$ cat config.mk
export PLATFORM = sky130hd
export DESIGN_NAME = mem_client_port
export DESIGN_NICKNAME = d
export VERILOG_FILES = /design/src/rtl/mem_client_pkg.sv /design/src/rtl/mem_rd_align.sv /design/src/rtl/mem_client_port.sv
export SDC_FILE = /design/constraint.sdc
export NUM_CORES = 1
export LEC_CHECK = 0
export BUFFER_PORTS_ARGS = -buffer_cell sky130_fd_sc_hd__buf_2
export CAP_MARGIN = 20
export CORE_UTILIZATION = 46
export CTS_CLUSTER_DIAMETER = 150
export CTS_CLUSTER_SIZE = 25
export DETAILED_ROUTE_END_ITERATION = 6
export HOLD_SLACK_MARGIN = 0.05
export PLACE_DENSITY = 0.78
export SLEW_MARGIN = 20
export SYNTH_ARGS = -nofsm -noshare
export SYNTH_HDL_FRONTEND = slang
export SYNTH_SLANG_ARGS = --single-unit
$ cat constraint.sdc
create_clock -name clk -period 2 [get_ports clk]
set_input_delay 0.1 -clock clk [delete_from_list [all_inputs] [get_ports clk]]
set_output_delay 0.1 -clock clk [all_outputs]
set_load 0.01 [all_outputs]
$ cat src/rtl/mem_client_pkg.sv
// Shared types and constants for the memory-arbiter client ports.
package mem_client_pkg;

   // Client port sequencing states
   typedef enum logic [1:0] {
      ST_IDLE  = 2'd0,
      ST_REQ   = 2'd1,
      ST_DRAIN = 2'd2
   } state_t;

   // Default word-address increment per acked beat
   localparam int ADDR_STRIDE_DEF = 4;

   // Arbiter slot indices, shared with the arbiter
   localparam logic [2:0] DEVICE_1 = 3'd0;
   localparam logic [2:0] DEVICE_2 = 3'd1;
   localparam logic [2:0] DEVICE_3 = 3'd2;
   localparam logic [2:0] NO_ONE   = 3'b111;

endpackage

$ cat src/rtl/mem_rd_align.sv
// Read-beat alignment pipe: delays {valid, last} markers by LAT cycles so the
// emitted marker lines up with the cycle in which mem_do carries that beat.
module mem_rd_align #(
   parameter int LAT = 1
) (
   input  logic clk,
   input  logic rst_n,
   input  logic flush_i,
   input  logic push_valid_i,
   input  logic push_last_i,
   output logic out_valid_o,
   output logic out_last_o
);

   logic [LAT-1:0] vld_q;
   logic [LAT-1:0] lst_q;

   // Shift markers one stage per cycle; flush drops everything in flight
   always_ff @(posedge clk or negedge rst_n) begin
      if (!rst_n) begin
         vld_q <= {LAT{1'b0}};
         lst_q <= {LAT{1'b0}};
      end else if (flush_i) begin
         vld_q <= {LAT{1'b0}};
         lst_q <= {LAT{1'b0}};
      end else begin
         vld_q[0] <= push_valid_i;
         lst_q[0] <= push_valid_i & push_last_i;
         for (int i = 1; i < LAT; i++) begin
            vld_q[i] <= vld_q[i-1];
            lst_q[i] <= lst_q[i-1];
         end
      end
   end

   assign out_valid_o = vld_q[LAT-1];
   assign out_last_o  = lst_q[LAT-1];

endmodule

$ cat src/rtl/mem_client_port.sv
// Device-side initiator for one slot of the three-way memory arbiter.
// Accepts a single write or a read burst, drives the slot request lines,
// counts this slot's acks and returns read beats aligned to mem_do.
module mem_client_port
   import mem_client_pkg::*;
#(
   parameter int ADDR_W      = 10,
   parameter int DATA_W      = 32,
   parameter int LEN_W       = 4,
   parameter int ADDR_STRIDE = ADDR_STRIDE_DEF,
   parameter int DATA_LAT    = 1,
   parameter int TIMEOUT     = 255
) (
   input  logic              clk,
   input  logic              reset,
   input  logic              req_valid,
   output logic              req_ready,
   input  logic              req_we,
   input  logic [ADDR_W-1:0] req_addr,
   input  logic [LEN_W-1:0]  req_len,
   input  logic [DATA_W-1:0] req_wdata,
   input  logic [3:0]        req_bank,
   output logic              rd_valid,
   output logic [DATA_W-1:0] rd_data,
   output logic              rd_last,
   output logic              done,
   output logic              err,
   output logic              mem_en,
   output logic              burst_en,
   output logic [ADDR_W-1:0] mem_addr,
   output logic [DATA_W-1:0] mem_di,
   output logic [3:0]        bank_select,
   output logic              mem_we,
   input  logic              do_ack,
   input  logic [DATA_W-1:0] mem_do
);

   localparam int                WAIT_W    = $clog2(TIMEOUT + 1);
   localparam logic [WAIT_W-1:0] WAIT_LAST = WAIT_W'(TIMEOUT - 1);
   localparam logic [LEN_W-1:0]  ONE_BEAT  = LEN_W'(1);
   localparam logic [ADDR_W-1:0] STRIDE    = ADDR_W'(ADDR_STRIDE);

   state_t              state_q, state_d;
   logic [ADDR_W-1:0]   addr_q, addr_d;
   logic [DATA_W-1:0]   wdata_q, wdata_d;
   logic [3:0]          bank_q, bank_d;
   logic                we_q, we_d;
   logic [LEN_W-1:0]    beats_left_q, beats_left_d;
   logic [LEN_W-1:0]    beats_out_q, beats_out_d;
   logic [WAIT_W-1:0]   wait_q, wait_d;
   logic                done_q, done_d;
   logic                err_q, err_d;

   logic                push_s;
   logic                push_last_s;
   logic                flush_s;
   logic                emit_s;
   logic                emit_last_s;

   // Writes are always one beat; a zero-length read still moves one word
   function automatic logic [LEN_W-1:0] eff_len(input logic we, input logic [LEN_W-1:0] len);
      if (we) begin
         return ONE_BEAT;
      end else if (len == {LEN_W{1'b0}}) begin
         return ONE_BEAT;
      end else begin
         return len;
      end
   endfunction

   mem_rd_align #(
      .LAT (DATA_LAT)
   ) u_align (
      .clk          (clk),
      .rst_n        (reset),
      .flush_i      (flush_s),
      .push_valid_i (push_s),
      .push_last_i  (push_last_s),
      .out_valid_o  (emit_s),
      .out_last_o   (emit_last_s)
   );

   // Next-state, beat bookkeeping, ack-wait timeout and completion pulses
   always_comb begin
      state_d      = state_q;
      addr_d       = addr_q;
      wdata_d      = wdata_q;
      bank_d       = bank_q;
      we_d         = we_q;
      beats_left_d = beats_left_q;
      wait_d       = wait_q;
      done_d       = 1'b0;
      err_d        = 1'b0;
      push_s       = 1'b0;
      push_last_s  = 1'b0;
      flush_s      = 1'b0;

      // Earlier read beats may come out while later ones are still being requested
      if (emit_s) begin
         beats_out_d = beats_out_q - ONE_BEAT;
      end else begin
         beats_out_d = beats_out_q;
      end

      case (state_q)
         ST_IDLE: begin
            if (req_valid) begin
               addr_d       = req_addr;
               wdata_d      = req_wdata;
               bank_d       = req_bank;
               we_d         = req_we;
               beats_left_d = eff_len(req_we, req_len);
               beats_out_d  = eff_len(req_we, req_len);
               wait_d       = {WAIT_W{1'b0}};
               state_d      = ST_REQ;
            end else begin
               state_d = ST_IDLE;
            end
         end
         ST_REQ: begin
            if (do_ack) begin
               // Address only moves on an ack, so a preempted burst resumes in place
               beats_left_d = beats_left_q - ONE_BEAT;
               addr_d       = addr_q + STRIDE;
               wait_d       = {WAIT_W{1'b0}};
               push_s       = !we_q;
               push_last_s  = !we_q && (beats_left_q == ONE_BEAT);
               if (beats_left_q == ONE_BEAT) begin
                  if (we_q) begin
                     state_d = ST_IDLE;
                     done_d  = 1'b1;
                  end else begin
                     state_d = ST_DRAIN;
                  end
               end else begin
                  state_d = ST_REQ;
               end
            end else if (wait_q == WAIT_LAST) begin
               // Abandon: beats already in the alignment pipe are discarded
               state_d = ST_IDLE;
               done_d  = 1'b1;
               err_d   = 1'b1;
               flush_s = 1'b1;
               wait_d  = {WAIT_W{1'b0}};
            end else begin
               wait_d = wait_q + WAIT_W'(1);
            end
         end
         ST_DRAIN: begin
            if (emit_s && (beats_out_q == ONE_BEAT)) begin
               state_d = ST_IDLE;
               done_d  = 1'b1;
            end else begin
               state_d = ST_DRAIN;
            end
         end
         default: begin
            state_d = ST_IDLE;
         end
      endcase
   end

   // State and transaction registers
   always_ff @(posedge clk or negedge reset) begin
      if (!reset) begin
         state_q      <= ST_IDLE;
         addr_q       <= {ADDR_W{1'b0}};
         wdata_q      <= {DATA_W{1'b0}};
         bank_q       <= 4'h0;
         we_q         <= 1'b0;
         beats_left_q <= {LEN_W{1'b0}};
         beats_out_q  <= {LEN_W{1'b0}};
         wait_q       <= {WAIT_W{1'b0}};
         done_q       <= 1'b0;
         err_q        <= 1'b0;
      end else begin
         state_q      <= state_d;
         addr_q       <= addr_d;
         wdata_q      <= wdata_d;
         bank_q       <= bank_d;
         we_q         <= we_d;
         beats_left_q <= beats_left_d;
         beats_out_q  <= beats_out_d;
         wait_q       <= wait_d;
         done_q       <= done_d;
         err_q        <= err_d;
      end
   end

   // Slot request lines decode straight from registers so reset drops them at once
   assign req_ready   = (state_q == ST_IDLE);
   assign mem_en      = (state_q == ST_REQ);
   assign mem_we      = mem_en & we_q;
   assign burst_en    = mem_en & !we_q & (beats_left_q > ONE_BEAT);
   assign mem_addr    = addr_q;
   assign mem_di      = wdata_q;
   assign bank_select = bank_q;
   assign done        = done_q;
   assign err         = err_q;

   // mem_do is valid exactly in the cycle the pipe emits its marker
   assign rd_valid    = emit_s;
   assign rd_last     = emit_last_s;
   assign rd_data     = emit_s ? mem_do : {DATA_W{1'b0}};

endmodule

; Word-level counts from Yosys, hierarchy flattened
; Index checks and enable logic that the tools add are counted.
[word_totals]
regBits = 69
latch_bits = 0
ram_bits = 0
rom_bits = 0
in_bits = 87
output_inout_bits = 86
elab_cells = 75
n_memories = 0
[classes]
addsub = 4
mul = 0
div_mod_pow = 0
magnitude_cmp = 1
eq_ne = 8
shift = 0
mux = 37
bitwise_logic = 4
reduce_logical = 9
[op_table]
columns = op, count
row1 = $mux 32, 1
row2 = $mux 4, 7
row3 = $mux 8, 3
row4 = $mux 10, 2
row5 = $pmux 10 s2, 1
row6 = $pmux 8 s2, 1
row7 = $mux 1, 14
row8 = $add 10x3->10 const B, 1
row9 = $mux 2, 5
row10 = $add 8x1->8 const B, 1
row11 = $eq 4x1->1 const B, 2
row12 = $eq 8x8->1 const B, 1
row13 = $pmux 4 s2, 1
row14 = $sub 4x1->4 const B, 2
row15 = $pmux 2 s3, 1
row16 = $and 1x1->1, 4
row17 = $gt 4x1->1 const B, 1
row18 = $logic_not 4->1, 1
row19 = $reduce_and 2->1, 2
row20 = $ne 3x1->1 const B, 1
row21 = $reduce_and 3->1, 1
row22 = $eq 2x1->1 const B, 1
row23 = $eq 2x2->1 const B, 1
row24 = $logic_and 1x1->1, 2
row25 = 6 further kinds, 6

; Depth between registers and ports, before layout
[depth]
depth_word = 6
ltp_mapped = 8

; Hierarchy
; A second synthesis with hierarchy kept.
[unflattened]
hier_cells = 313
area_unflattened_um2 = 3504.6
[by_module_without_submodules]
columns = module, n_inst, cells_per_inst, area_per_inst_um2, seq_area_each_um2
row1 = mem_client_port, 1, 309, 3439.5, 1676.6
row2 = mem_rd_align, 1, 4, 65.1, 50.0

; Least setup slack after synthesis
; OpenSTA, ideal clock, no wires.
[synth_path]
kind = reg2reg
from = reg state_q[0]
to = reg bank_q[0] (netlist: bank_select[0])
setup_ps = 125
arrival_time_ps = 1737
required_time_ps = 1875
path_slack_ps = 139
stages_incl_launch_ff = 7
period_less_slack_ps = 1861
cell_sequence = dfrtp_1 > inv_1 > ha_1 > nand2_1 > clkbuf_1 > buf_2 > mux2_2
[synth_via]
elab_chain_len = 2
[synth_lines]
columns = element, line_no
row1 = from (decl), mem_client_port.sv:43  ; state_t state_q, state_d;
row2 = from (signal assigned), mem_client_port.sv:177  ; state_q <= state_d;
row3 = $logic_not 2->1, -
row4 = named net req_ready, mem_client_port.sv:17  ; output logic req_ready,
row5 = $reduce_and 2->1 (no source line), -
row6 = to (signal assigned), mem_client_port.sv:180  ; bank_q <= bank_d;
row7 = to (decl), mem_client_port.sv:46  ; logic [3:0] bank_q, bank_d;
; The timed path passes the listed nets, and every way through them passes these cells.
; A chain may end at the register's enable or synchronous reset.

; Final worst setup path
[layout_path]
from = reg state_q[1]
to = out burst_en
[layout_via]
elab_chain_len = 3
[layout_lines]
columns = element, line_no
row1 = $eq 2x1->1, mem_client_port.sv:192  ; assign mem_en = (state_q == ST_REQ);
row2 = $and 1x1->1 (2 in series), mem_client_port.sv:194  ; assign burst_en = mem_en & !we_q & (beats_left_q > ONE_BEAT);
row3 = to (decl), mem_client_port.sv:29  ; output logic burst_en,
; Every way passes these cells.

==> flow_metrics.tcl <==
set metrics [dict create \
    status "complete, no violations" \
    cts_tree "done" \
    fp-row-count 30 \
    path_delay_family "buffers and inverters" \
    die_w_um 88.0 \
    yosys_warnings 0 \
    syn_area_um2 3400 \
    die_h_um 88.0 \
    antenna_found_initial 0 \
    post-route-cell-area_um2 5090 \
    post-synth-top-area-fraction 0.508 \
    power.density_nw_per_um2 1330 \
    synthMuxAreaShare 0.142 \
    synth_top_cell_by_area "dfrtp_1" \
    overflow 0 \
    vias 3301 \
    clkSinkCount 69 \
    fp.coreArea_um2 6980 \
    syn-instance-count 316 \
    start_util 0.487 \
    ys_seq_area_frac 0.508 \
    crit_fanout 10 \
    cpMostUsedCell "inv_1" \
    end_kind "output pin" \
    crit_path_start_kind "flop" \
    nets 639 \
    synth_edf_count 0 \
    n_antenna_cell 0 \
    synth_top_family_by_area "simple AND/OR/NAND/NOR gates" \
    place_area_um2 4410 \
    synth_seq_cells 69 \
    cts_made_buffers 9 \
    synth_xor_area_frac 0.0180 \
    hold_class "in -> reg" \
    antenna_left 0 \
    grt_pass1_wl_mm 15.2 \
    grt_max_degree 70 \
    floorplan.die_area_um2 7740 \
    track_usage 0.263 \
    fin_skew_ns 0.0107 \
    synth_commonest_cells "dfrtp_1 (69), mux2_2 (39), and2_1 (33)" \
    cts_max_path_buffers 2 \
    area_growth_pct 49.7 \
    grt_pass1_vias 3165 \
    cp.required_ns 1.90 \
    synth_compound_area_frac 0.0758 \
    drtIter0Drc 137 \
    maxCapViolations 0 \
    synth-async-reset-ratio 1.00 \
    max_freq_mhz 501 \
    fin_tns_setup_ns 0 \
    cts-root-buf "clkbuf_8" \
    slowest_stage "dfrtp_1" \
    dp_hpwl_mm 6.44 \
    setup_viol 0 \
    yosys.area_share.adder 0.0405 \
    synthFlopType "dfrtp_1" \
    ys_types 40 \
    clkLatencyLatePin_ns 0.35 \
    p_leak_nw 2.54 \
    worst_pin_slew_ns 0.434 \
    crit_arrival_ns 1.90 \
    path_class "reg -> out" \
    final-hold-violation-count 0 \
    syn_area_per_cell_um2 10.8 \
    peakVddDrop_mv 0.829 \
    drc 0 \
    yosysMostFrequentCell "dfrtp_1" \
    wirelength_mm 10.1 \
    wl_per_cell_um 15.7 \
    path_cells "inv_1, ha_2, buf_6, inv_1, buf_4, nor3_1, buf_2" \
    clkTransAtPathRegs_ns 0.08 \
    drive_gt1_frac 0.451 \
    fin_crit_sh 0.998 \
    port_buffers 172 \
    h-tree-depth 3 \
    syn-num-nets 414 \
    fin_crit_ns 2.00 \
    io_pins 173 \
    finalMaxSlewViolations 0 \
    viasPerCell 5.14 \
    firstDrtPassIters 5 \
    path_buf_inv 5 \
    synthSimpleGateAreaFrac 0.186 \
    ys_top_cells_by_area "dfrtp_1 (51%), mux2_2 (13%), and2_1 (6.1%)" \
    grt_setup_unrepaired "yes" \
    slowest_delay_ns 0.42 \
    slew_headroom 0.710 \
    gp_congestion 0.861 \
]
## kinds of logic (layout without fill, tap and decap cells)
logic type / Yosys count / count (layout)
xor+xnor: 7 / 7
flops: 69 / 69
mux: 43 / 43
simple gates: 119 / 119
compound gates: 41 / 41
fa+ha+maj: 11 / 11
buf+inv: 26 / 256
## layout make-up
class / count / area [um2]
timing repair buffer: 230 / 1430
fill: 487 / 1890
sequential: 69 / 1730
clock inverter: 7 / 76.3
inverter: 10 / 37.5
clock buffer: 9 / 124
tap: 96 / 120
multi-input combinational: 221 / 1580
## metrics by stage
step	total power [W]	cells	util	setup slack (ns)	hold WS, ns
floorplan	0.00423	316	-	0.139	-0.196
CTS	0.00668	642	0.728	0.00716	0.0524
global placement	0.00528	579	0.632	0.164	0.150
detailed placement	0.00543	579	0.632	0.0646	0.149
finish	0.00678	642	0.729	0.00446	0.0560
global route	0.00720	642	0.729	-0.0502	0.0658
## power breakdown
group / internal (W) / switching, W / total, W
Sequential: 0.00200 / 0.000500 / 0.00250
Combinational: 0.00150 / 0.00164 / 0.00314
Clock: 0.000579 / 0.000562 / 0.00114
Total: 0.00408 / 0.00270 / 0.00678
## registers in the layout (all words and copies together), names as in the netlist, 2 cells and up
| name | flops |
|---|---|
| beats_out_q | 4 |
| beats_left_q | 4 |
| mem_di | 32 |
| bank_select | 4 |
| state_q | 2 |
| mem_addr | 10 |
| wait_q | 8 |
## worst reg2reg max path: stages, from the launching register on
cell,delay [ns]
dfrtp_1,0.40
inv_1,0.10
ha_1,0.25
mux2i_2,0.18
or2_4,0.28
buf_4,0.17
a22oi_1,0.20
o21ai_0,0.12
## timing repair
action,4_1_cts,5_1_grt
setup endpoints to repair,1,10
pin swaps,0,0
hold buffers,46,0
endpoints found under the hold margin,114,0
gates cloned,1,0
resized for setup,1,4
setup buffers,0,0
## routing by layer
metal  up-vias  part of all wire  global-route usage
met5         -                 0                   0
met4         0             0.013              0.0864
met3        14             0.080              0.0820
met2       183              0.52               0.471
met1      1555              0.39               0.298
li1       1549                 -                   -
## placed cells by master (no fill, tap or decap), types with 7 or more instances in the layout
| cell | synthesis | layout |
|---|---|---|
| o21ai_0 | 16 | 16 |
| nand3_1 | 13 | 13 |
| mux2_2 | 39 | 39 |
| buf_4 | 0 | 9 |
| a21oi_1 | 7 | 7 |
| inv_1 | 10 | 10 |
| dlygate4sd3_1 | 0 | 46 |
| and2_1 | 33 | 33 |
| nor2_1 | 16 | 15 |
| ha_1 | 11 | 10 |
| nor3_1 | 12 | 12 |
| dfrtp_1 | 69 | 69 |
| nand2_1 | 23 | 22 |
| buf_2 | 4 | 173 |
| clkbuf_8 | 0 | 9 |
## path summary, 6_finish.rpt
check | slack [ns] | to | cells past startpoint | start
worst min-delay path | 0.06 | beats_out_q[0] | 3 | req_len[0]
max in group asynchronous | 1.37 | u_align.out_last_o | 3 | reset
worst max register to register | 0.17 | mem_addr[5] | 7 | state_q[1]
worst max-delay path | 0.004 | burst_en | 7 | state_q[1]
worst min register to register | 0.50 | bank_select[1] | 1 | bank_select[1]
min in group asynchronous | 0.30 | bank_select[0] | 3 | reset
No activity file was read; power rests on OpenSTA's default activity.
